===== config.mk =====
export PLATFORM = sky130hd
export DESIGN_NAME = pll_drp_ctrl
export DESIGN_NICKNAME = d
export VERILOG_FILES = /design/src/rtl/pll_drp_ctrl.sv
export SDC_FILE = /design/constraint.sdc
export NUM_CORES = 1
export LEC_CHECK = 0
export BUFFER_PORTS_ARGS = -buffer_cell sky130_fd_sc_hd__clkbuf_2
export CAP_MARGIN = 10
export CELL_PAD_IN_SITES_DETAIL_PLACEMENT = 1
export CELL_PAD_IN_SITES_GLOBAL_PLACEMENT = 2
export CORE_MARGIN = 2
export CORE_UTILIZATION = 44
export DETAILED_ROUTE_END_ITERATION = 8
export MAX_ROUTING_LAYER = met4
export PLACE_DENSITY_LB_ADDON = 0.25
export SLEW_MARGIN = 10
export SYNTH_ARGS = -nofsm -noshare
export SYNTH_HDL_FRONTEND = slang
export SYNTH_SLANG_ARGS = --single-unit

===== constraint.sdc =====
create_clock -name dclk -period 5.8 [get_ports dclk]
set_input_delay 1.16 -clock dclk [delete_from_list [all_inputs] [get_ports dclk]]
set_output_delay 1.16 -clock dclk [all_outputs]
set_load 0.01 [all_outputs]

===== src/rtl/pll_drp_ctrl.sv =====
// DRP read-modify-write sequencer for a PLLE2_ADV/MMCM: buffers (addr, mask, data) entries,
// applies them under PLL reset, then waits for lock. Optional watchdog: PLL_DRP_CTRL_WATCHDOG_EN.
module pll_drp_ctrl #(
    parameter int unsigned DEPTH          = 8,
    parameter int unsigned TIMEOUT_CYCLES = 1023
) (
    input  logic                       dclk,
    input  logic                       rst_n,
    input  logic                       load_en,
    input  logic [6:0]                 load_addr,
    input  logic [15:0]                load_mask,
    input  logic [15:0]                load_data,
    input  logic                       clr,
    input  logic                       start,
    output logic [$clog2(DEPTH+1)-1:0] count,
    output logic                       busy,
    output logic                       done,
    output logic                       err,
    output logic [6:0]                 daddr,
    output logic                       den,
    output logic                       dwe,
    output logic [15:0]                di,
    input  logic [15:0]                drp_do,
    input  logic                       drdy,
    output logic                       pll_rst,
    input  logic                       locked
);

    localparam int unsigned CW = $clog2(DEPTH + 1);
    localparam int unsigned IW = (DEPTH > 1) ? $clog2(DEPTH) : 1;
    localparam int unsigned WW = (TIMEOUT_CYCLES > 1) ? $clog2(TIMEOUT_CYCLES) : 1;
    localparam int unsigned EW = 39;

`ifdef PLL_DRP_CTRL_WATCHDOG_EN
    localparam bit WD_EN = 1'b1;
`else
    localparam bit WD_EN = 1'b0;
`endif

    localparam logic [3:0] S_IDLE       = 4'd0;
    localparam logic [3:0] S_ASSERT_RST = 4'd1;
    localparam logic [3:0] S_RD         = 4'd2;
    localparam logic [3:0] S_RD_WAIT    = 4'd3;
    localparam logic [3:0] S_WR         = 4'd4;
    localparam logic [3:0] S_WR_WAIT    = 4'd5;
    localparam logic [3:0] S_RELEASE    = 4'd6;
    localparam logic [3:0] S_WAIT_LOCK  = 4'd7;
    localparam logic [3:0] S_FINISH     = 4'd8;

    logic [EW-1:0] entries [DEPTH];
    logic [3:0]    state, state_nxt;
    logic [IW-1:0] index, index_nxt;
    logic [CW-1:0] count_nxt;
    logic [WW-1:0] wd_cnt, wd_nxt;
    logic          start_q, start_q_nxt;
    logic          err_nxt, load_we, in_wait, timeout;
    logic [6:0]    daddr_nxt;
    logic [15:0]   di_nxt;
    logic          den_nxt, dwe_nxt, pll_rst_nxt, busy_nxt, done_nxt;
    logic [EW-1:0] entry;

    // Entry storage; emptiness is tracked by count alone
    always_ff @(posedge dclk) begin
        if (load_we) entries[count[IW-1:0]] <= {load_addr, load_mask, load_data};
    end

    always_ff @(posedge dclk or negedge rst_n) begin
        if (!rst_n) begin
            state   <= S_IDLE;
            index   <= '0;
            count   <= '0;
            wd_cnt  <= '0;
            start_q <= 1'b0;
            err     <= 1'b0;
            daddr   <= '0;
            di      <= '0;
            den     <= 1'b0;
            dwe     <= 1'b0;
            pll_rst <= 1'b0;
            busy    <= 1'b0;
            done    <= 1'b0;
        end else begin
            state   <= state_nxt;
            index   <= index_nxt;
            count   <= count_nxt;
            wd_cnt  <= wd_nxt;
            start_q <= start_q_nxt;
            err     <= err_nxt;
            daddr   <= daddr_nxt;
            di      <= di_nxt;
            den     <= den_nxt;
            dwe     <= dwe_nxt;
            pll_rst <= pll_rst_nxt;
            busy    <= busy_nxt;
            done    <= done_nxt;
        end
    end

    // START is registered so a same-cycle load lands in count before the sequence begins
    always_comb begin
        state_nxt   = state;
        index_nxt   = index;
        count_nxt   = count;
        err_nxt     = err;
        daddr_nxt   = daddr;
        di_nxt      = di;
        load_we     = 1'b0;
        start_q_nxt = start && (state == S_IDLE);
        in_wait     = (state == S_RD_WAIT) || (state == S_WR_WAIT) || (state == S_WAIT_LOCK);
        timeout     = WD_EN && in_wait && (wd_cnt == WW'(TIMEOUT_CYCLES - 1));

        case (state)
            S_IDLE: begin
                if (clr) begin
                    count_nxt = '0;
                end else if (load_en && (count != CW'(DEPTH))) begin
                    load_we   = 1'b1;
                    count_nxt = count + CW'(1);
                end
                if (start_q) begin
                    err_nxt   = 1'b0;
                    index_nxt = '0;
                    state_nxt = (count_nxt == '0) ? S_FINISH : S_ASSERT_RST;
                end
            end
            S_ASSERT_RST: state_nxt = S_RD;
            S_RD:         state_nxt = S_RD_WAIT;
            S_RD_WAIT:    if (drdy) state_nxt = S_WR;
            S_WR:         state_nxt = S_WR_WAIT;
            S_WR_WAIT: begin
                if (drdy) begin
                    if (CW'(index) == count - CW'(1)) begin
                        state_nxt = S_RELEASE;
                    end else begin
                        index_nxt = index + IW'(1);
                        state_nxt = S_RD;
                    end
                end
            end
            S_RELEASE:    state_nxt = S_WAIT_LOCK;
            S_WAIT_LOCK:  if (locked) state_nxt = S_FINISH;
            S_FINISH:     state_nxt = S_IDLE;
            default:      state_nxt = S_IDLE;
        endcase

        if (timeout) begin
            err_nxt   = 1'b1;
            state_nxt = S_FINISH;
        end

        entry = entries[index_nxt];
        if (state_nxt == S_RD) daddr_nxt = entry[38:32];
        if ((state == S_RD_WAIT) && (state_nxt == S_WR))
            di_nxt = (drp_do & entry[31:16]) | (entry[15:0] & ~entry[31:16]);

        wd_nxt      = (in_wait && (state_nxt == state)) ? wd_cnt + WW'(1) : '0;
        den_nxt     = (state_nxt == S_RD) || (state_nxt == S_WR);
        dwe_nxt     = (state_nxt == S_WR);
        pll_rst_nxt = (state_nxt == S_ASSERT_RST) || (state_nxt == S_RD) ||
                      (state_nxt == S_RD_WAIT) || (state_nxt == S_WR) || (state_nxt == S_WR_WAIT);
        busy_nxt    = (state_nxt != S_IDLE) && (state_nxt != S_FINISH);
        done_nxt    = (state_nxt == S_FINISH);
    end

endmodule

; After elaboration in Yosys (flattened, before gate mapping)
; Memories as Yosys holds them, arrays and structs flattened.
; Index checks and enable logic that the tools add are counted.
[word_totals]
latchBits = 0
mem_count = 1
inputBits = 62
register_bits = 40
mem_bits_rw = 312
rom_bits = 0
elab_cells = 66
output_inout_bits = 33
[mem_list]
columns = name, words, width, rd, rd_clocked_by_memory_dff, write_ports, line_no
row1 = entries, 8, 39, 1, 0, 1, 50  ; logic [EW-1:0] entries [DEPTH];
[op_classes]
addsub = 3
order_cmp = 0
bitwise = 4
n_reduce_logical = 12
shift = 0
muxes = 19
eq_ne = 16
n_div = 0
mul = 0
[op_table]
columns = op, n
row1 = $and A16 B16 Y16, 2
row2 = $mux W4, 8
row3 = $pmux W4 S8, 1
row4 = $eq A4 B3 Y1 const B, 6
row5 = $eq A4 B2 Y1 const B, 4
row6 = $not A16 Y16, 1
row7 = $or A16 B16 Y16, 1
row8 = $mux W3, 4
row9 = $eq A4 B1 Y1 const B, 2
row10 = $logic_not A4 Y1, 2
row11 = $ne A4 B4 Y1 const B, 2
row12 = $pmux W3 S2, 1
row13 = $logic_or A1 B1 Y1, 5
row14 = $mux W1, 5
row15 = $add A4 B1 Y4 const B, 1
row16 = $eq A3 B4 Y1, 1
row17 = $eq A4 B4 Y1 const B, 1
row18 = $logic_and A1 B1 Y1, 4
row19 = $reduce_bool A4 Y1, 1
row20 = $sub A4 B1 Y4 const B, 1
row21 = $add A3 B1 Y3 const B, 1

; Longest topological paths before layout
[logic_depth]
word_depth = 14
ltp_mapped = 15
mapped_depth_nobuf = 11

; Least setup slack after synthesis
; No wires, ideal clock.
[synth_path]
kind = input-to-reg
from = input load_en
to = memory entries[0][0] (enable)
t_required_ns = 5.316
cell_stages = 4
arrival_time_ns = 4.314
setup_time_ns = 0.484
setup_slack_ns = 1.002
n_path_buf = 0
cell_sequence = o21a_1 and3_1 nand2_1 nor3_1
[synth_between]
elab_chain_len = 6
[synth_lines]
columns = item, line_no
row1 = "start, declared", 9  ; input logic load_en,
row2 = $logic_and A1 B1 Y1, 116  ; end else if (load_en && (count != CW'(DEPTH))) begin
row3 = $mux W1, 116
row4 = $mux W1, 114  ; if (clr) begin
row5 = $mux W1, 112  ; case (state)
row6 = $mux W1, 64  ; if (load_we) entries[count[IW-1:0]] <= {load_addr, load_mask, load_data};
row7 = $mux W1 (implied by the code), 64
row8 = "end, declared", 50
; No other way between the ends.

; Worst setup path after layout
[layout_path]
from = register count[1]
to = register di[10]
[layout_between]
elab_chain_len = 11
word_cells_on_any_way = 24
classes_between = add/sub (2) / eq/ne (3) / mux (11) / bitwise (4) / reduce/logical (3) / memory (1)
[layout_lines]
columns = item, line_no
row1 = "start, declared", 15  ; output logic [$clog2(DEPTH+1)-1:0] count,
row2 = "start signal, assigned", 85  ; count <= count_nxt;
row3 = branches (longest 11 deep; another with $mem_v2 Z8 W39), --
row4 = "end signal, assigned", 90  ; di <= di_nxt;
row5 = "end, declared", 22  ; output logic [15:0] di,
; Several ways; the timed one is not identified. The select of a mux whose other input is x is not followed.
; A chain may end at the register's enable or synchronous reset.

==> impl_metrics.sql <==
INSERT INTO impl_metrics (metric_group, metric, value, unit) VALUES
('status', 'status', 'finished clean', ''),
('critical_path', 'setup.worst_path.start_class', 'flip-flop', ''),
('timing', 'hold_viol_final', '0', ''),
('clock_network', 'cts.clk_slew.worst_paths', '0.06', 'ns'),
('final_layout', 'layout-drive-gt1-share', '19.4', '%'),
('timing', 'slew_violations', '0', ''),
('synth', 'postSynthNetCount', '991', ''),
('synth', 'synth-edff-count', '312', ''),
('power_and_ir_drop', 'power.net_switching', '2.37', 'mW'),
('final_layout', 'instances_no_fill', '1464', ''),
('placed_design', 'dp.final_hpwl', '19900', 'um'),
('placed_design', 'post-place-cells', '1392', ''),
('final_layout', 'layout.nets', '1095', ''),
('critical_path', 'arrival', '4.62', 'ns'),
('placed_design', 'preCtsSetupSlack', '1.42', 'ns'),
('critical_path', 'critical_path_required', '6.24', 'ns'),
('drt', 'wire_per_inst', '23.5', 'um'),
('synth', 'synth.area.top_cells', 'sky130_fd_sc_hd__edfxtp_1, sky130_fd_sc_hd__mux2i_1, sky130_fd_sc_hd__dfrtp_1', ''),
('critical_path', 'cp-end-kind', 'flip-flop', ''),
('grt', 'grt_first_pass_wirelength', '53000', 'um'),
('power_and_ir_drop', 'power.internal', '5.23', 'mW'),
('timing', 'worst_hold_slack', '0.507', 'ns'),
('timing', 'timing.final.crit_share', '72.0', '%'),
('drt', 'drc_markers', '0', ''),
('synth', 'synth_cell_type_count', '58', ''),
('die', 'row_count', '65', ''),
('die', 'floorplan.initialDensity', '44.7', '%'),
('grt', 'largest_net_degree_at_the_start_of_global_routing', '61', ''),
('clock_network', 'cts_repair_resize_count', '0', ''),
('timing', 'maxClockFrequency', '0.239', 'GHz'),
('power_and_ir_drop', 'pwr-share-clk', '33.0', '%'),
('critical_path', 'crit_slowest_cell', 'sky130_fd_sc_hd__buf_4', ''),
('power_and_ir_drop', 'seq_power_share', '40.2', '%'),
('final_layout', 'final_util', '51.8', '%'),
('die', 'core', '31600', 'um2'),
('critical_path', 'critical_path.max_stage_delay', '0.77', 'ns'),
('timing', 'fin_setup_tns', '0', 'ns'),
('synth', 'synth_top_cell_area_share', '66.2', '%'),
('synth', 'ys_dominant_reg_cell', 'sky130_fd_sc_hd__edfxtp_1', ''),
('die', 'die_area', '33600', 'um2'),
('die', 'boundaryPins', '95', ''),
('clock_network', 'setup_bufs_post_cts', '0', ''),
('clock_network', 'cts_root_buf', 'sky130_fd_sc_hd__clkbuf_16', ''),
('timing', 'clock_skew', '0.0188', 'ns'),
('placed_design', 'portbufs', '93', ''),
('final_layout', 'num-fill-cells', '3041', ''),
('synth', 'synth.ff_latch_count', '352', ''),
('die', 'die_w', '183', 'um'),
('drt', 'finalWirelength', '34400', 'um'),
('critical_path', 'critPathMaxFanout', '59', ''),
('grt', 'grt-ovfl-total', '0', ''),
('drt', 'drt_pass1_iterations', '5', ''),
('critical_path', 'crit_type', 'flip-flop to flip-flop', ''),
('clock_network', 'cts_hold_buffers', '0', ''),
('power_and_ir_drop', 'worst_ir_drop_vdd', '0.000308', 'V'),
('power_and_ir_drop', 'power.switching_fraction', '31.1', '%'),
('synth', 'asyncSetResetFlopFracSynth', '11.4', '%'),
('synth', 'synthMostInstantiatedCell', 'sky130_fd_sc_hd__edfxtp_1', ''),
('synth', 'synth.top_cells.by_count', 'sky130_fd_sc_hd__edfxtp_1, sky130_fd_sc_hd__nand2_1, sky130_fd_sc_hd__mux2i_1, sky130_fd_sc_hd__a21oi_1, sky130_fd_sc_hd__dfrtp_1', ''),
('timing', 'setup_viol', '0', ''),
('drt', 'ant_nets', '0', ''),
('timing', 'rsz0062_at_grt', 'false', ''),
('placed_design', 'weighted_congestion_reported_at_the_end_of_routability_driven_placement', '0.718', ''),
('final_layout', 'areaGrowthSynthToFinish', '15.8', '%'),
('clock_network', 'later_pin_clock_latency_in_the_skew_report', '0.53', 'ns'),
('drt', 'detailedRoute.firstIterationViolations', '533', ''),
('timing', 'post-route-min-period', '4.18', 'ns'),
('grt', 'number_of_global_route_vias_before_repair', '8740', ''),
('synth', 'synth-seq-area-share', '73.3', '%'),
('critical_path', 'worstPathCellList', 'inv_1, ha_1, xnor2_1, o311ai_1, o31ai_2, mux2i_4, clkinv_2, buf_4, mux2_2, o22a_1, a31o_1, a21oi_1', ''),
('flow_run', 'cap_viol_max_count', '0', '');
per-stage QoR:
stage / power [mW] / cell area, um2
finish: 7.60 / 16400
detailed placement: 5.18 / 15100
floorplan: 4.51 / 14200
global placement: 5.13 / 15100
global route: 7.97 / 16400
CTS: 7.69 / 16400
power by group through the flow:
| stage | Sequential [mW] | Combinational [mW] | Clock [mW] |
|---|---|---|---|
| 4_1_cts | 3.06 | 2.08 | 2.55 |
| 3_3_place_gp | 3.11 | 2.03 | 0 |
| 5_1_grt | 3.08 | 2.24 | 2.65 |
| 6_report | 3.06 | 2.03 | 2.51 |
| 2_1_floorplan | 3.10 | 1.42 | 0 |
| 3_5_place_dp | 3.11 | 2.07 | 0 |
worst paths after layout:
| kind | from | endpoint | slack, ns | depth (start not counted) |
|---|---|---|---|---|
| worst max-delay path | count[1] | di[10] | 1.62 | 12 |
| worst min register to register | daddr[2] | daddr[2] | 0.51 | 1 |
| max in group asynchronous | rst_n | di[12] | 4.55 | 2 |
| worst min-delay path | daddr[2] | daddr[2] | 0.51 | 1 |
| worst max register to register | count[1] | di[10] | 1.62 | 12 |
| min in group asynchronous | rst_n | pll_rst | 0.77 | 2 |
flip-flops by register name (all words and copies together) (netlist names), 3 cells and up:
name and count:
entries 312, di 16, daddr 7, count 4
state 4, index 3
placed cells by master (no fill, tap or decap), drive strengths merged, types with 5 or more instances in the layout:
cell type	n
clkinv	14
nor2	37
nand2	129
buf	20
o22ai	7
a211oi	6
mux2i	109
o211a	5
nor3	10
bufinv	5
a32oi	26
clkbuf	144
a221oi	19
dfrtp	40
a41oi	9
inv	10
edfxtp	312
mux2	18
and2	24
a21oi	57
o31ai	10
nand2b	5
o21ai	8
routing by layer:
layer  vias up  share of wire, %  GRT usage [%]  wire [um]
li1       3762                 -              -          -
met1      4203                45           28.5      15300
met2       183                49           35.7      16900
met3        53               4.2           3.00       1430
met4         0               2.2           6.05        752
met5         -                 0              -          0
critical path, delay by kind of cell, from the launching register on:
family          cells  cell delay [ns]
buf+inv             3             1.19
compound gates      5             1.07
mux                 2             0.63
flops               1             0.62
fa+ha+maj           1             0.36
xor+xnor            1             0.18
layout make-up:
type                       count  area [um2]  area share [%]
inverter                      12        48.8           0.298
clock inverter                19         216            1.32
clock buffer                  51        1080            6.61
timing repair buffer         113         628            3.83
tap                          402         503            3.07
antenna                        2        5.00          0.0305
sequential                   352       10400            63.3
multi-input combinational    513        3540            21.6
kinds of logic after synthesis:
| kind of cell | share of synthesized area (%) |
|---|---|
| DFF | 73.3 |
| and+or+nand+nor | 6.72 |
| AOI/OAI and AO/OA | 8.02 |
| muxes | 9.17 |
| buffers and inverters | 2.24 |
| xor gates and xnor gates | 0.309 |
| adders and majority gates | 0.265 |
| other | 0.0265 |
Note: power is estimated with default switching activity, not from simulation.
